## config.mk

```make
export PLATFORM = sky130hd
export DESIGN_NAME = matvec_core_p
export DESIGN_NICKNAME = d
export VERILOG_FILES = /design/src/rtl/matvec_core_p.sv
export SDC_FILE = /design/constraint.sdc
export NUM_CORES = 1
export LEC_CHECK = 0
export ABC_AREA = 1
export BUFFER_PORTS_ARGS = -buffer_cell sky130_fd_sc_hd__clkbuf_2
export CAP_MARGIN = 15
export CORE_MARGIN = 5
export CORE_UTILIZATION = 40
export CTS_CLUSTER_DIAMETER = 200
export CTS_CLUSTER_SIZE = 40
export DETAILED_ROUTE_END_ITERATION = 12
export GPL_TIMING_DRIVEN = 0
export PLACE_DENSITY = 0.58
export SETUP_SLACK_MARGIN = 0.02
export SYNTH_ARGS = -nofsm -noshare
export SYNTH_HDL_FRONTEND = slang
export SYNTH_SLANG_ARGS = --single-unit
```

## constraint.sdc

```tcl
create_clock -name clk -period 11.3 [get_ports clk]
set_clock_uncertainty 0.2 [all_clocks]
set_input_delay 0.565 -clock clk [delete_from_list [all_inputs] [get_ports clk]]
set_output_delay 0.565 -clock clk [all_outputs]
set_load 0.01 [all_outputs]
```

## src/rtl/matvec_core_p.sv

```systemverilog
// matvec_core_p: streams in a DIM x DIM matrix and a vector, computes y = W*x one MAC per
// cycle, and streams the DIM results out with backpressure and a last marker.
module matvec_core_p #(
    parameter int DATA_WIDTH = 8,
    parameter int ACC_WIDTH  = 32,
    parameter int DIM        = 4
) (
    input  logic                  clk,
    input  logic                  rst_n,
    input  logic                  cfg_signed,
    input  logic                  cfg_accum,
    input  logic                  snk_vld,
    output logic                  snk_rdy,
    input  logic [DATA_WIDTH-1:0] snk_data,
    output logic                  src_vld,
    input  logic                  src_rdy,
    output logic [ACC_WIDTH-1:0]  src_data,
    output logic                  src_last,
    output logic                  busy
);
    localparam int CW = $clog2(DIM * DIM);
    localparam int XW = $clog2(DIM);
    localparam logic [CW-1:0] LW = CW'(DIM * DIM - 1);
    localparam logic [CW-1:0] LX = CW'(DIM - 1);

    typedef enum logic [1:0] {LOAD_W, LOAD_X, COMPUTE, FLUSH} state_t;

    state_t                  state;
    logic [CW-1:0]           cnt, nxt;
    logic [XW-1:0]           row, col;
    logic                    sgn, accm, take;
    logic [DATA_WIDTH-1:0]   w [DIM*DIM];
    logic [DATA_WIDTH-1:0]   x [DIM];
    logic [ACC_WIDTH-1:0]    acc [DIM];
    logic [ACC_WIDTH-1:0]    prod, base;

    function automatic logic [ACC_WIDTH-1:0] ext(input logic [DATA_WIDTH-1:0] v, input logic s);
        return s ? {{(ACC_WIDTH-DATA_WIDTH){v[DATA_WIDTH-1]}}, v} : ACC_WIDTH'(v);
    endfunction

    assign snk_rdy = (state == LOAD_W) || (state == LOAD_X);
    assign take    = snk_vld && snk_rdy;
    assign nxt     = cnt + CW'(1);
    assign row     = XW'(cnt / DIM);
    assign col     = XW'(cnt % DIM);
    assign prod    = ext(w[cnt], sgn) * ext(x[col], sgn);
    assign base    = (col == '0 && !accm) ? '0 : acc[row];

    // Operand storage carries no reset: a new run always overwrites it before use.
    always_ff @(posedge clk) begin
        if (take && state == LOAD_W) w[cnt] <= snk_data;
        if (take && state == LOAD_X) x[XW'(cnt)] <= snk_data;
    end

    always_ff @(posedge clk or negedge rst_n) begin
        if (!rst_n) begin
            state    <= LOAD_W;
            cnt      <= '0;
            sgn      <= 1'b0;
            accm     <= 1'b0;
            src_vld  <= 1'b0;
            src_data <= '0;
            src_last <= 1'b0;
            busy     <= 1'b0;
            for (int i = 0; i < DIM; i++) acc[i] <= '0;
        end else begin
            case (state)
                LOAD_W: if (take) begin
                    if (cnt == '0) begin
                        sgn  <= cfg_signed;
                        accm <= cfg_accum;
                    end
                    cnt   <= (cnt == LW) ? '0 : nxt;
                    state <= (cnt == LW) ? LOAD_X : LOAD_W;
                    busy  <= 1'b1;
                end
                LOAD_X: if (take) begin
                    cnt   <= (cnt == LX) ? '0 : nxt;
                    state <= (cnt == LX) ? COMPUTE : LOAD_X;
                end
                COMPUTE: begin
                    acc[row] <= base + prod;
                    cnt      <= (cnt == LW) ? '0 : nxt;
                    if (cnt == LW) begin
                        state    <= FLUSH;
                        src_vld  <= 1'b1;
                        src_data <= acc[0];
                        src_last <= 1'b0;
                    end
                end
                FLUSH: if (src_rdy) begin
                    if (cnt == LX) begin
                        state    <= LOAD_W;
                        cnt      <= '0;
                        src_vld  <= 1'b0;
                        src_last <= 1'b0;
                        busy     <= 1'b0;
                    end else begin
                        cnt      <= nxt;
                        src_data <= acc[XW'(nxt)];
                        src_last <= (nxt == LX);
                    end
                end
            endcase
        end
    end
endmodule

```

==> impl_metrics.ini <==
[status]
outcome = finished, final reports clean

[synthesis]
synth_edf_count = 160
synthTopCellsByCount = inv_1, nand2_1, fa_1
yosys.area_share.simple = 0.127
seq_area_frac_synth = 0.366
synth_top_area_cell = fa_1
synth_compound_area_frac = 0.120
synth_top_cells_by_area = fa_1, edfxtp_1, dfrtp_1
netlist.area_leader.share = 0.208
yosysMostFrequentCell = inv_1
yosys.area_share.adder = 0.273
syn_nets = 3006
synth_area_mm2 = 0.0249
synth_top_family_by_area = adder cells
synth_mux_area_frac = 0.000453
synthXorXnorAreaFrac = 0.0119
ys_warn_count = 0
ys_seq_elements = 331
yosys.cell_types.count = 57
ys.flop_type = dfrtp_1
syn_avg_cell_area_um2 = 9.54
async_flop_share = 0.517
netlist_instances = 2604

[placed_design]
placed_area_mm2 = 0.0262
dp_hpwl_um = 57900
port_buffers = 49
gp_congestion = 0.966
post-place-ws_ns = 0.951

[timing]
finalSetupViolations = 0
finalCritPeriodShare = 0.922
finalCriticalPeriod_ns = 10.42
finalWorstSetupSlack_ns = 0.876
rsz0062_at_grt = no
finalSetupTns_ns = 0
max_slew_margin = 0.213
report.final.slew_viol_count = 0
hold_ws_ns = 0.0216
hold_violations = 0
fmax_mhz = 95.9
worstMarginPinSlew_ns = 1.18

[worst_setup_path]
r2r_cells = 34
r2r_start = cnt[0]
crit_top_cell = fa_1
cpPeakStageDelay_ns = 0.58
worstPathMaxFanout = 15
start_kind = flip-flop
r2r-end = acc[122]
critical_path_arrival_ns = 10.63
critPathCaptureType = flip-flop
critPathKind = flip-flop to flip-flop
cp_data_required_time_ns = 11.50
cp_slowest_cell = fa_1
reg2reg_setup_slack_ns = 0.88

[global_routing]
grt_pass1_vias = 19400
antenna_found_initial = 0
grt_use_total = 0.219
grt_pass1_wl_um = 115000
grt_max_degree = 92
grt_overflow = 0

[floorplan]
fp.coreArea_mm2 = 0.0616
pin_count = 50
die_x_um = 259
die_h_um = 259
num_rows = 91
die_area_mm2 = 0.0672
start_util = 0.403

[cts]
post-cts-setup-buffers = 0
path_clk_slew_ns = 0.14
cts_buffers = 12
cts_tree = built
clk_latency_ns = 0.56
cts_num_sinks = 331
clk_path_buf_depth = 3
htreeDepth = 1
root_buffer = clkbuf_16

[worst_hold_path]
hold-path-cell-count = 3
hold_end = sgn
holdCritPathClass = input pin to flip-flop
hp-start = cfg_signed

[route]
vias = 18400
first_iter_violations = 1540
drc = 0
via_per_inst = 5.24
wl_per_cell_um = 20.6
routed_wl_um = 72500
ant_nets = 0
drtPass1Iterations = 5

[layout]
finish.net_count = 3074
final_area_mm2 = 0.0266
area_growth_pct = 7.06
diodes = 0
drive_gt1_frac = 0.0740

[flow_run]
drv_cap = 0
[cell usage in the layout (no fill, tap or decap), types with 4 or more instances in the layout]
cell type / instances
dfrtp_1: 171
fa_1: 258
a32oi_2: 4
nor2_2: 5
nor2_4: 5
xnor2_1: 11
o21ai_0: 160
nor3_1: 5
inv_1: 527
inv_2: 16
o21a_1: 32
clkbuf_2: 48
o221ai_1: 20
o211ai_1: 64
nand4_1: 6
nand3b_1: 4
nand3_2: 5
clkbuf_1: 53
a221oi_1: 4
xor2_1: 21
o21ai_1: 26
buf_1: 4
nand2_1: 379
edfxtp_1: 160
a31oi_1: 5
a21oi_1: 64
buf_4: 6
nor2_1: 197
o22ai_1: 39
clkbuf_16: 12
o21ai_2: 4
buf_2: 25
or2_2: 29
o21bai_1: 4
a22oi_1: 28
a21o_1: 7
buf_6: 12
nand3_1: 87
nand2_2: 7
ha_1: 130
[per-layer routing]
layer  global-route usage  share of wire  vias to the layer above
met1                0.309           0.44                     9160
met5                    0              0                        -
met3               0.0259          0.059                      141
li1                     -              -                     8455
met2                0.352           0.46                      643
met4               0.0765          0.039                        0
[layout make-up]
cell class	instances	area [um^2]
Buffer	94	485
Tap cell	837	1050
Timing Repair Buffer	54	338
Sequential cell	331	9080
Clock inverter	3	55.1
Inverter	543	2040
Fill cell	6048	35000
Multi-Input combinational cell	1636	13200
Clock buffer	16	315
[repair_timing]
item                       4_1_cts  5_1_grt
hold buffers                     1        0
setup endpoints to repair        0        0
gates resized for setup          0        0
hold endpoints to repair        90        0
[worst max-delay path, delay by kind of cell, from the launching register on]
| kind | cells | cell delay, ns |
|---|---|---|
| AO/OA/AOI/OAI | 7 | 1.23 |
| adder cells (fa/ha/maj) | 9 | 4.47 |
| buffers and inverters | 12 | 2.26 |
| flip-flops | 1 | 0.55 |
| AND/OR/NAND/NOR | 6 | 1.54 |
[flip-flops by register name, summed over array words and instances, names as in the netlist, named ones only]
register and cells:
state 1, cnt 4, accm 1, src_vld 1
x 32, w 128, busy 1, src_data 32
sgn 1, acc 128, src_last 1
[worst max path at each step]
stage / from / cells after the start / to / slack [ns]
after floorplan: cnt[0] / 35 / acc[93] / 2.56
after global placement: cnt[0] / 33 / acc[122] / 0.70
after detailed placement: cnt[0] / 34 / acc[122] / 0.95
after CTS: cnt[0] / 34 / acc[122] / 0.84
after global routing: cnt[0] / 34 / acc[122] / 0.34
final: cnt[0] / 34 / acc[122] / 0.88
[cells by family after synthesis]
kind of cell,count (synthesis)
adders and majority gates,388
and+or+nand+nor,738
buffers and inverters,637
muxes,1
AOI/OAI and AO/OA,476
xor gates and xnor gates,33
DFF,331
[through the flow]
step           cells   util
4_1_cts         3512  0.432
2_1_floorplan   2604      -
3_3_place_gp    3490  0.424
3_5_place_dp    3492  0.425
6_report        3514  0.432
5_1_grt         3514  0.432
Power is left out: the tool's default activity adds up to more than one toggle a clock period on the data nets, which glitch-free logic cannot reach.
